`config.mk`:
```
export PLATFORM = sky130hd
export DESIGN_NAME = mem_access_unit
export DESIGN_NICKNAME = d
export VERILOG_FILES = /design/src/rtl/mem_access_unit_pkg.sv /design/src/rtl/mem_access_unit_lsu_align.sv /design/src/rtl/mem_access_unit.sv
export SDC_FILE = /design/constraint.sdc
export NUM_CORES = 1
export LEC_CHECK = 0
export ABC_AREA = 1
export ABC_CLOCK_PERIOD_IN_PS = 3100
export CORE_ASPECT_RATIO = 1.75
export CORE_UTILIZATION = 50
export DETAILED_ROUTE_END_ITERATION = 8
export PLACE_DENSITY_LB_ADDON = 0.2
export SKIP_LAST_GASP = 1
export SLEW_MARGIN = 15
export SYNTH_ARGS = -nofsm -noshare
export SYNTH_HDL_FRONTEND = slang
export SYNTH_HIERARCHICAL = 1
export SYNTH_SLANG_ARGS = --single-unit
```
`constraint.sdc`:
```
create_clock -name clk -period 3.1 [get_ports clk]
set_input_delay 0.62 -clock clk [delete_from_list [all_inputs] [get_ports clk]]
set_output_delay 0.62 -clock clk [all_outputs]
set_load 0.01 [all_outputs]
```
`src/rtl/mem_access_unit_pkg.sv`:
```
// Shared definitions for the memory access unit: FSM state encoding and
// funct3 access-size constants.
package mem_access_unit_pkg;

  typedef enum logic [1:0] {
    ST_IDLE = 2'd0,
    ST_BUSY = 2'd1,
    ST_DONE = 2'd2
  } state_e;

  localparam logic [1:0] SIZE_B = 2'b00;
  localparam logic [1:0] SIZE_H = 2'b01;
  localparam logic [1:0] SIZE_W = 2'b10;

  // funct3 bit that selects zero-extension for loads
  localparam int UNSIGNED_BIT = 2;

endpackage

```
`src/rtl/mem_access_unit_lsu_align.sv`:
```
// Combinational lane logic: byte strobes, write-data replication,
// load formatting and the misaligned/illegal-access flag.
module lsu_align
  import mem_access_unit_pkg::*;
#(
  parameter int DATA_WIDTH = 32
) (
  input  logic [1:0]            req_off_i,
  input  logic [2:0]            req_funct3_i,
  input  logic                  req_store_i,
  input  logic [DATA_WIDTH-1:0] req_wdata_i,
  input  logic [1:0]            rd_off_i,
  input  logic [2:0]            rd_funct3_i,
  input  logic [DATA_WIDTH-1:0] rd_bus_dat_i,
  output logic [3:0]            sel_o,
  output logic [DATA_WIDTH-1:0] wdata_o,
  output logic [DATA_WIDTH-1:0] rdata_o,
  output logic                  misaligned_o
);

  logic [DATA_WIDTH-1:0] shifted;
  logic                  sext;

  always_comb begin
    sel_o        = '0;
    wdata_o      = req_wdata_i;
    misaligned_o = 1'b0;
    case (req_funct3_i[1:0])
      SIZE_B: begin
        sel_o   = 4'b0001 << req_off_i;
        wdata_o = {(DATA_WIDTH/8){req_wdata_i[7:0]}};
      end
      SIZE_H: begin
        sel_o        = 4'b0011 << {req_off_i[1], 1'b0};
        wdata_o      = {(DATA_WIDTH/16){req_wdata_i[15:0]}};
        misaligned_o = req_off_i[0];
      end
      SIZE_W: begin
        sel_o        = 4'b1111;
        misaligned_o = |req_off_i;
      end
      default: misaligned_o = 1'b1;
    endcase
    // there is no unsigned store
    if (req_store_i && req_funct3_i[UNSIGNED_BIT]) misaligned_o = 1'b1;
  end

  always_comb begin
    shifted = rd_bus_dat_i >> {rd_off_i, 3'b000};
    sext    = ~rd_funct3_i[UNSIGNED_BIT];
    case (rd_funct3_i[1:0])
      SIZE_B:  rdata_o = {{(DATA_WIDTH-8){sext & shifted[7]}}, shifted[7:0]};
      SIZE_H:  rdata_o = {{(DATA_WIDTH-16){sext & shifted[15]}}, shifted[15:0]};
      default: rdata_o = shifted;
    endcase
  end

endmodule

```
`src/rtl/mem_access_unit.sv`:
```
// MEM-stage load/store unit: stalls the pipeline while a single bus
// transfer is in flight, with a bounded wait for the ack.
module mem_access_unit
  import mem_access_unit_pkg::*;
#(
  parameter int DATA_WIDTH     = 32,
  parameter int TIMEOUT_CYCLES = 255
) (
  input  logic                  clk,
  input  logic                  rst,
  input  logic                  i_mem_read_M,
  input  logic                  i_mem_write_M,
  input  logic [DATA_WIDTH-1:0] i_addr_M,
  input  logic [DATA_WIDTH-1:0] i_write_data_M,
  input  logic [2:0]            i_funct3_M,
  output logic                  o_stall_M,
  output logic [DATA_WIDTH-1:0] o_read_data_M,
  output logic                  o_misaligned,
  output logic                  o_bus_err,
  output logic                  o_bus_cyc,
  output logic                  o_bus_we,
  output logic [DATA_WIDTH-1:0] o_bus_adr,
  output logic [3:0]            o_bus_sel,
  output logic [DATA_WIDTH-1:0] o_bus_dat,
  input  logic [DATA_WIDTH-1:0] i_bus_dat,
  input  logic                  i_bus_ack
);

  localparam int CNT_W = $clog2(TIMEOUT_CYCLES + 1);

  state_e                state_q, state_d;
  logic                  cyc_q, cyc_d, we_q, we_d, err_q, err_d;
  logic [DATA_WIDTH-1:0] adr_q, adr_d, dat_q, dat_d, rdata_q, rdata_d;
  logic [3:0]            sel_q, sel_d;
  logic [1:0]            off_q, off_d;
  logic [2:0]            funct3_q, funct3_d;
  logic [CNT_W-1:0]      cnt_q, cnt_d;
  logic                  stall_c, misaligned_c, req;
  logic [3:0]            al_sel;
  logic [DATA_WIDTH-1:0] al_wdata, al_rdata;
  logic                  al_mis;

  lsu_align #(.DATA_WIDTH(DATA_WIDTH)) u_align (
    .req_off_i    (i_addr_M[1:0]),
    .req_funct3_i (i_funct3_M),
    .req_store_i  (i_mem_write_M),
    .req_wdata_i  (i_write_data_M),
    .rd_off_i     (off_q),
    .rd_funct3_i  (funct3_q),
    .rd_bus_dat_i (i_bus_dat),
    .sel_o        (al_sel),
    .wdata_o      (al_wdata),
    .rdata_o      (al_rdata),
    .misaligned_o (al_mis)
  );

  assign req = i_mem_read_M | i_mem_write_M;

  always_comb begin
    state_d      = state_q;
    cyc_d        = cyc_q;
    we_d         = we_q;
    adr_d        = adr_q;
    sel_d        = sel_q;
    dat_d        = dat_q;
    off_d        = off_q;
    funct3_d     = funct3_q;
    rdata_d      = rdata_q;
    cnt_d        = cnt_q;
    err_d        = 1'b0;
    stall_c      = 1'b0;
    misaligned_c = 1'b0;
    case (state_q)
      ST_IDLE: begin
        if (req) begin
          if (al_mis) begin
            misaligned_c = 1'b1;
          end else begin
            stall_c  = 1'b1;
            state_d  = ST_BUSY;
            cyc_d    = 1'b1;
            we_d     = i_mem_write_M;
            adr_d    = {i_addr_M[DATA_WIDTH-1:2], 2'b00};
            sel_d    = al_sel;
            dat_d    = al_wdata;
            off_d    = i_addr_M[1:0];
            funct3_d = i_funct3_M;
            cnt_d    = '0;
          end
        end
      end
      ST_BUSY: begin
        stall_c = 1'b1;
        // ack takes priority over a coincident timeout
        if (i_bus_ack) begin
          state_d = ST_DONE;
          cyc_d   = 1'b0;
          if (!we_q) rdata_d = al_rdata;
        end else if (cnt_q == CNT_W'(TIMEOUT_CYCLES - 1)) begin
          state_d = ST_DONE;
          cyc_d   = 1'b0;
          err_d   = 1'b1;
          rdata_d = '0;
        end else begin
          cnt_d = cnt_q + 1'b1;
        end
      end
      ST_DONE: state_d = ST_IDLE;
      default: state_d = ST_IDLE;
    endcase
  end

  always_ff @(posedge clk or negedge rst) begin
    if (!rst) begin
      state_q  <= ST_IDLE;
      cyc_q    <= 1'b0;
      we_q     <= 1'b0;
      adr_q    <= '0;
      sel_q    <= '0;
      dat_q    <= '0;
      off_q    <= '0;
      funct3_q <= '0;
      rdata_q  <= '0;
      cnt_q    <= '0;
      err_q    <= 1'b0;
    end else begin
      state_q  <= state_d;
      cyc_q    <= cyc_d;
      we_q     <= we_d;
      adr_q    <= adr_d;
      sel_q    <= sel_d;
      dat_q    <= dat_d;
      off_q    <= off_d;
      funct3_q <= funct3_d;
      rdata_q  <= rdata_d;
      cnt_q    <= cnt_d;
      err_q    <= err_d;
    end
  end

  assign o_stall_M     = stall_c & rst;
  assign o_misaligned  = misaligned_c & rst;
  assign o_read_data_M = rdata_q;
  assign o_bus_err     = err_q;
  assign o_bus_cyc     = cyc_q;
  assign o_bus_we      = we_q;
  assign o_bus_adr     = adr_q;
  assign o_bus_sel     = sel_q;
  assign o_bus_dat     = dat_q;

endmodule

```
==> results_dict.tcl, run 1 <==
set metrics [dict create \
    ios 209 \
    drt_pass1_iterations 4 \
    cts_buffers 17 \
    dpl.cell_count 1215 \
    gp_congestion 0.9255 \
    synth_area_leaders "dfrtp_1 45%, nand2_1 18%, o21ai_0 8.2%" \
    drc 0 \
    rrSetupSlack_ps 1010 \
    cts.clk_slew.worst_paths_ps 60 \
    drive_gt1_share_pct 6.938 \
    yosysWarnings 6 \
    netlist_area_mm2 0.006387 \
    n_fill_cell 1058 \
    crit_fanout 2 \
    path_buf_inv 3 \
    setup.worst_path.end "o_stall_M" \
    min_period_ps 2991 \
    grt_pass1_wl_um 27930 \
    setup_viol 0 \
    core_mm2 0.01243 \
    cts-root-buf "clkbuf_16" \
    overflow 0 \
    critPathKind "input port to output port" \
    core.rowCount 54 \
    slowest_delay_ps 520 \
    syn_area_per_cell_um2 7.234 \
    irDropWorstVdd_uv 467.6 \
    slowest_stage "clkdlybuf4s50_1" \
    cts_max_path_buffers 2 \
    drt_iter0_markers 217 \
    r2r-start "off_q[0]" \
    crit_start "i_addr_M[1]" \
    grt_max_degree 85 \
    cts_tree "done" \
    ant_nets 0 \
    layout.nets 1174 \
    start_util_pct 51.38 \
    yosys.area.top_type_share_pct 45.45 \
    portBuffers 206 \
    report.final.slew_viol_count 0 \
    rsz0062_at_grt "no" \
    r2r_cells 9 \
    die_w_um 87.44 \
    tightestPinTransition_ps 918.3 \
    yosysSeqAreaShare_pct 45.45 \
    grt_antenna_before_repair 0 \
    avgRoutedWirePerCell_um 14.04 \
    syn2layout_area_growth_pct 41.67 \
    grtUsageTotal_pct 27.73 \
    async_reset_ff_share_pct 100.0 \
    max_freq_mhz 334.4 \
    place_ws_ps -137.8 \
    status "complete, no violations" \
    fin_crit_sh_pct 96.48 \
    powerDensity_mw_per_mm2 841.7 \
    via_per_inst 4.895 \
    antennaDiodeCount 0 \
    critPathLaunchType "input port" \
    synth_most_common_cell "nand2_1" \
    vias 6114 \
    synth_cell_types 34 \
    clock-sinks 116 \
    netlist_top_cells_count "309 x nand2_1, 134 x inv_1, 116 x dfrtp_1, 105 x o21ai_0, 79 x nand3_1" \
    cts_htree_levels 4 \
    end_kind "output port" \
    hold_ws_ps 343.1 \
    fin_skew_ps 5.239 \
    synthFlopType "dfrtp_1" \
    clkLatencyLatePin_ps 410 \
    synth_top_area_cell "dfrtp_1" \
    power.total_uw 7616 \
    path_common_cell "clkdlybuf4s50_1" \
    path_depth 7 \
    hp-class "input port to async pin" \
    r2r-end "o_read_data_M[18]" \
    crit_chain "clkdlybuf4s50_1, o21ai_2, nand3_2, nand3b_1, a21oi_1, buf_4, clkdlybuf4s50_1" \
    synth_cells 883 \
    cp.required_ps 2480 \
    routed_wl_um 17540 \
    critical-path-top-delay-family "buffers and inverters" \
    synth_edf_count 0 \
    cap_violations 0 \
    dieArea_mm2 0.01325 \
    dp_hpwl_um 12660 \
    die_h_um 151.5 \
    slew_headroom_pct 38.78 \
    power_leakage_uw 0.004791 \
    final_cells 1249 \
    hold_violations 0 \
    fin_ws_ps 109.2 \
    grt_pass1_vias 5965 \
    ys_seq_elements 116 \
    cp.arrival_ps 2370 \
]
-- final cells by class --
class | count | area (µm²) | area share, %
Multi-Input combinational cell | 572 | 2603 | 28.76
Clock buffer | 17 | 425.4 | 4.701
Sequential cell | 116 | 2903 | 32.08
Inverter | 136 | 510.5 | 5.642
Timing Repair Buffer | 225 | 2202 | 24.34
Tap cell | 168 | 210.2 | 2.323
Clock inverter | 15 | 195.2 | 2.157
-- metal layers --
metal / routed length [µm] / share of wire [%] / vias to the layer above / global-route usage, %
met5: 0 / 0 / - / 0
met4: 721 / 4.1 / 0 / 15.25
met3: 1119 / 6.4 / 46 / 7.801
met2: 9137 / 52 / 220 / 48.32
met1: 6560 / 37 / 2769 / 29.86
li1: - / - / 3079 / -
-- cells by family after synthesis --
kind of cell | share of synthesized area, %
and+or+nand+nor | 28.93
buffers and inverters | 14.06
AOI/OAI and AO/OA | 11.11
DFF | 45.45
adders and majority gates | 0.3917
other | 0.05871
-- state kept, by name, indices dropped and copies added (netlist names) --
name	count
off_q	2
state_q	2
funct3_q	3
o_bus_cyc	1
o_bus_adr	30
o_bus_dat	32
cnt_q	8
o_read_data_M	32
o_bus_we	1
o_bus_sel	4
o_bus_err	1
-- worst reg2reg max path: cells and delay by family, from the launching register on --
kind	cells	cell delay (ps)
AND/OR/NAND/NOR	7	1070
buffers and inverters	2	590
flip-flops	1	370
-- power breakdown --
part	total (µW)	internal, µW	switching, µW
Combinational	3090	1540	1560
Sequential	2470	2080	393
Clock	2060	1290	769
-- layout by cell type (no fill, tap or decap), drive strengths merged --
cell type | netlist | final
o21bai | 1 | 1
and2 | 1 | 1
dlymetal6s2s | 0 | 1
clkinv | 0 | 4
o211ai | 3 | 3
clkdlybuf4s50 | 0 | 202
dfrtp | 116 | 116
nand3b | 1 | 1
o21ai | 107 | 107
buf | 54 | 20
bufinv | 0 | 3
nand2 | 315 | 315
a22oi | 6 | 6
nor2 | 30 | 30
a21o | 1 | 1
nand3 | 82 | 82
clkinvlp | 0 | 2
a21oi | 16 | 16
or2 | 2 | 2
conb | 1 | 2
dlygate4sd2 | 0 | 2
ha | 2 | 2
inv | 136 | 142
nor3 | 3 | 3
clkbuf | 6 | 17
-- per-stage QoR --
step | util, % | TNS (ps) | cell area, µm²
after global placement | 67.57 | -2057 | 8401
after detailed placement | 67.57 | -4188 | 8401
after floorplan | - | 0 | 6391
final | 72.79 | 0 | 9049
after global routing | 72.79 | 0 | 9049
after CTS | 72.60 | 0 | 9026
-- worst min-delay path by stage --
| stage | end | slack [ps] | cells past startpoint |
|---|---|---|---|
| 4_1_cts | o_read_data_M[2] | 370 | 2 |
| 3_3_place_gp | o_bus_cyc | 460 | 2 |
| 5_1_grt | o_read_data_M[2] | 400 | 2 |
| 2_1_floorplan | cnt_q[0] | 320 | 0 |
| 3_5_place_dp | o_read_data_M[29] | 460 | 2 |
| 6_report | o_read_data_M[2] | 340 | 2 |
-- timing repair --
item,4_1_cts,5_1_grt
endpoints found under the setup margin,1,1
pin swaps,1,1
setup buffers,1,1
resized for setup,3,5
hold buffers,0,0
(Power assumes the default switching activity.)
==> inputs of run 2 (changes only) <==
- ABC_AREA: 1 -> not set
- CORE_UTILIZATION: 50 -> 49
==> run 2 against run 1 <==
Compared with the run above:
- the run now ends with DRC left
- count of clock-buffer cells in the layout up 6
- core utilization up 0.13 points
- final cell count down 34%
- worst hold slack better by 84 ps
- clock power down 16%
- power down 5.3%
- setup slack better by 4.5 ps
- area after synthesis down 10%
- critical path depth up 1
- maximum frequency up 0.15%
- largest cell class unchanged
- highest routed layer unchanged
==> results_dict.tcl, run 2 <==
set metrics [dict create \
    setup_viol 0 \
    core_mm2 0.01152 \
    grt_max_degree 70 \
    yosys.area.top_type_share_pct 50.48 \
    syn2layout_area_growth_pct 46.02 \
    r2r_cells 5 \
    cts_buffers 17 \
    via_per_inst 5.543 \
    hold_violations 0 \
    end_kind "output port" \
    die_w_um 83.89 \
    r2r-end "o_read_data_M[26]" \
    n_fill_cell 813 \
    cts_htree_levels 4 \
    start_util_pct 49.93 \
    layout.nets 786 \
    drive_gt1_share_pct 20.92 \
    post_cts_buffers 0 \
    synth_cells 478 \
    max_freq_mhz 334.9 \
    netlist_top_cells_count "116 x dfrtp_1, 63 x mux2_2, 32 x a22o_1, 31 x nand2_1, 31 x nor2_1" \
    dp_hpwl_um 11340 \
    powerDensity_mw_per_mm2 858.6 \
    tightestPinTransition_ps 968.0 \
    ff_latch_area_mm2 0.002903 \
    drt_pass1_iterations 6 \
    synth_most_common_cell "dfrtp_1" \
    portBuffers 206 \
    mostFrequentLayoutCell "clkdlybuf4s50_1" \
    vias 4590 \
    cts_max_path_buffers 2 \
    synth_edf_count 0 \
    synth_area_leaders "dfrtp_1 50%, mux2_2 12%, mux2_4 6.8%" \
    timing.setup.tns_ps 0 \
    final_area_mm2 0.008397 \
    gp_congestion 0.8584 \
    drc 22 \
    synth_top_area_cell "dfrtp_1" \
    netlist_area_mm2 0.005751 \
    synthFlopType "dfrtp_1" \
    cts_tree "done" \
    crit_start "i_funct3_M[0]" \
    final_cell_mix "205 x clkdlybuf4s50_1, 116 x dfrtp_1, 63 x mux2_2, 32 x a22o_1, 31 x nand2_1" \
    min_period_ps 2986 \
    drt_iter0_markers 161 \
    ys_seq_elements 116 \
    avgRoutedWirePerCell_um 18.80 \
    fin_crit_sh_pct 96.33 \
    die_h_um 145.3 \
    async_reset_ff_share_pct 100.0 \
    critPathLaunchType "input port" \
    multi_input_area_mm2 0.002582 \
    overflow 0 \
    syn_area_per_cell_um2 12.03 \
    hold_buffers 0 \
    irDropWorstVdd_uv 533.3 \
    power_leakage_uw 0.003722 \
    postPlaceCellArea_mm2 0.007873 \
    status "finished, violations left" \
    cts-root-buf "clkbuf_16" \
    crit_fanout 3 \
    grtUsageTotal_pct 26.66 \
    clkLatencyLatePin_ps 410 \
    setup.worst_path.end "o_stall_M" \
    r2r-start "off_q[1]" \
    dieArea_mm2 0.01219 \
    grt_antenna_before_repair 0 \
    core.rowCount 52 \
    clock-sinks 116 \
    synth_cell_types 42 \
    ios 209 \
    cp.required_ps 2480 \
    rrSetupSlack_ps 990 \
    violations "DRC" \
    yosysWarnings 6 \
    grt_pass1_wl_um 25310 \
    slew_headroom_pct 35.47 \
    ant_nets 0 \
    grt_pass1_vias 4969 \
    cts.clk_slew.worst_paths_ps 60 \
    routed_wl_um 15570 \
    fin_skew_ps 19.89 \
    report.final.slew_viol_count 0 \
    yosysSeqAreaShare_pct 50.48 \
    rsz0062_at_grt "no" \
    cp.arrival_ps 2370 \
    antennaDiodeCount 0 \
    hp-class "input port to async pin" \
    cap_violations 0 \
    critPathKind "input port to output port" \
]
-- run 2: cell type report --
class	instances	share of cell area [%]
flip-flops and latches	116	34.57
repair buffers	223	26.20
inverters	5	0.2235
well taps	135	2.012
clock inverters	9	0.6705
multi-input cells	317	30.76
clock buffers	23	5.573
-- run 2: power by group --
| group | leakage (µW) | internal (µW) | switching [µW] |
|---|---|---|---|
| registers | 0.00142 | 2090 | 399 |
| logic | 0.00205 | 1780 | 1220 |
| clock network | 0.000253 | 1050 | 672 |
-- run 2: worst min-delay path by stage --
stage / from / endpoint / slack (ps) / depth (start not counted)
2_1_floorplan: rst / cnt_q[0] / 320 / 0
3_3_place_gp: cnt_q[7] / cnt_q[7] / 470 / 1
3_5_place_dp: cnt_q[7] / cnt_q[7] / 470 / 1
4_1_cts: rst / state_q[1] / 460 / 2
5_1_grt: o_read_data_M[10] / o_read_data_M[10] / 500 / 1
6_report: rst / o_bus_cyc / 430 / 2
-- run 2: timing repair --
item,CTS,global route
pin swaps,0,1
setup endpoints to repair,1,1
hold endpoints to repair,0,0
resized for setup,1,0
-- run 2: worst max-delay path, cell delays in order --
cell	delay, ps
clkdlybuf4s50_1	470
nor3_1	210
o21ai_1	140
buf_4	170
nor2_1	90
nor2_1	40
nor2_1	90
clkdlybuf4s50_1	540
-- run 2: kinds of logic (layout without fill, tap and decap cells) --
kind of cell             count (synthesis)  in the layout  share of synthesized area [%]
AO/OA/AOI/OAI                          100            100                          12.38
adder cells (fa/ha/maj)                  2              2                         0.4351
multiplexers                           118            118                          24.17
buffers and inverters                   46            260                          4.787
flip-flops                             116            116                          50.48
other                                    1              2                        0.06521
AND/OR/NAND/NOR                         95             95                          7.681
-- run 2: layer usage --
metal	track usage, %	part of all wire (%)	up-vias	routed length, µm
li1	-	-	2125	-
met1	28.19	36	2252	5596
met2	48.65	55	191	8586
met3	8.191	6.5	22	1013
met4	10.43	2.4	0	371
met5	0	0	-	0
-- run 2: metrics by stage --
step           total power [µW]  worst slack (ps)  hold slack, ps  instances  utilization (%)
6_report                   7210             113.6           427.5        828            72.91
5_1_grt                    7566             10.02           503.8        828            72.91
4_1_cts                    7262             98.22           459.8        828            72.91
3_5_place_dp               5488             1.598           471.1        796            68.36
3_3_place_gp               5388             7.615           473.8        796            68.36
2_1_floorplan              3918             480.4           324.4        479                -
==> inputs of run 3 (changes only) <==
- CORE_MARGIN: not set -> 3
==> run 3 against run 2 <==
Compared with the run above:
- the flow now finishes without violations
- final cell count fell by 0.48%
- non-clock buffer count fell by 1
- first-iteration DRC count fell by 5.0%
- register-to-register slack improved by 180 ps
- via count fell by 0.87%
- routed wire length rose by 1.5%
- critical path depth fell by 3
- clock power rose by 23%
- critical path type unchanged
- critical endpoint is now o_misaligned
- largest power group unchanged
==> results_dict.tcl, run 3 (synthesis results as in run 2) <==
set metrics [dict create \
    powerDensity_mw_per_mm2 892.1 \
    min_period_ps 2998 \
    ios 209 \
    r2r-start "off_q[0]" \
    fin_util_pct 75.40 \
    portBuffers 206 \
    grt_pass1_wl_um 24850 \
    drive_gt1_share_pct 21.53 \
    grt_max_degree 65 \
    hold_buffers 0 \
    grt_antenna_before_repair 0 \
    slew_headroom_pct 46.00 \
    dieArea_mm2 0.01312 \
    core.rowCount 51 \
    report.final.slew_viol_count 0 \
    hold_violations 0 \
    ant_nets 0 \
    cts_htree_levels 4 \
    power_leakage_uw 0.003775 \
    drt_iter0_markers 153 \
    gp_congestion 0.8913 \
    syn2layout_area_growth_pct 48.09 \
    final_cell_mix "205 x clkdlybuf4s50_1, 116 x dfrtp_1, 63 x mux2_2, 32 x a22o_1, 31 x nand2_1" \
    setup_viol 0 \
    cts_buffers 17 \
    ff_latch_area_mm2 0.002903 \
    fin_crit_sh_pct 96.70 \
    tightestPinTransition_ps 810.0 \
    r2r_cells 7 \
    start_util_pct 50.91 \
    r2r-end "o_read_data_M[26]" \
    timing.setup.tns_ps 0 \
    cts.clk_slew.worst_paths_ps 50 \
    routed_wl_um 15800 \
    max_freq_mhz 333.6 \
    fin_skew_ps 9.535 \
    grtUsageTotal_pct 24.73 \
    cp.arrival_ps 2380 \
    irDropWorstVdd_uv 549.4 \
    drc 0 \
    core_mm2 0.01129 \
    critPathKind "input port to output port" \
    dp_hpwl_um 11690 \
    critPathLaunchType "input port" \
    status "complete, no violations" \
    drt_pass1_iterations 4 \
    via_per_inst 5.522 \
    cts_max_path_buffers 2 \
    setup.worst_path.end "o_misaligned" \
    n_fill_cell 759 \
    avgRoutedWirePerCell_um 19.17 \
    die_h_um 149.3 \
    power.total_uw 7597 \
    overflow 0 \
    die_w_um 87.89 \
    clkLatencyLatePin_ps 410 \
    end_kind "output port" \
    place_ws_ps -152.1 \
    vias 4550 \
    rrSetupSlack_ps 1170 \
    hp-class "input port to async pin" \
    rsz0062_at_grt "no" \
    antennaDiodeCount 0 \
    layout.nets 785 \
    hold_ws_ps 338.5 \
    cp.required_ps 2480 \
    multi_input_area_mm2 0.002592 \
    fin_ws_ps 102.3 \
    crit_start "i_funct3_M[0]" \
    mostFrequentLayoutCell "clkdlybuf4s50_1" \
    grt_pass1_vias 4870 \
    crit_fanout 4 \
    cts_tree "done" \
    post_cts_buffers 0 \
    cap_violations 0 \
    clock-sinks 116 \
    cts-root-buf "clkbuf_16" \
]
[run 3: per-layer routing]
| layer | track usage [%] | routed length (µm) |
|---|---|---|
| met4 | 9.601 | 495 |
| met3 | 8.955 | 1179 |
| met1 | 27.35 | 5668 |
| met2 | 42.48 | 8456 |
| met5 | 0 | 0 |
[run 3: what timing repair did]
item	in CTS	in global routing
gates resized for setup	2	1
endpoints found under the hold margin	0	0
setup endpoints to repair	1	1
[run 3: worst min path at each step]
stage / endpoint / slack (ps) / depth (start not counted)
finish: o_bus_err / 340 / 2
CTS: cnt_q[7] / 360 / 2
floorplan: cnt_q[0] / 320 / 0
detailed placement: cnt_q[7] / 480 / 1
global placement: cnt_q[7] / 480 / 1
global route: o_read_data_M[19] / 380 / 2
[run 3: through the flow]
stage	cells	cell area, µm²
floorplan	479	5754
global placement	792	7861
detailed placement	792	7861
CTS	824	8509
global route	824	8516
finish	824	8516
[run 3: layout make-up]
cell class,instances,area share (%)
Clock buffer,21,5.525
Clock inverter,11,2.042
Inverter,5,0.2204
Multi-Input combinational cell,317,30.44
Sequential cell,116,34.09
Tap cell,132,1.939
Timing Repair Buffer,222,25.74
[run 3: power breakdown]
| group | leakage, µW | total (µW) | internal [µW] | switching [µW] |
|---|---|---|---|---|
| registers | 0.00142 | 2440 | 2090 | 356 |
| logic | 0.00205 | 3040 | 1780 | 1260 |
| clock network | 0.000306 | 2120 | 1410 | 706 |
[run 3: worst max-delay path, cell delays in order]
cell and delay [ps]:
clkdlybuf4s50_1 550, nor3_1 90, o21ai_2 270, nor4b_2 270, clkdlybuf4s50_1 580
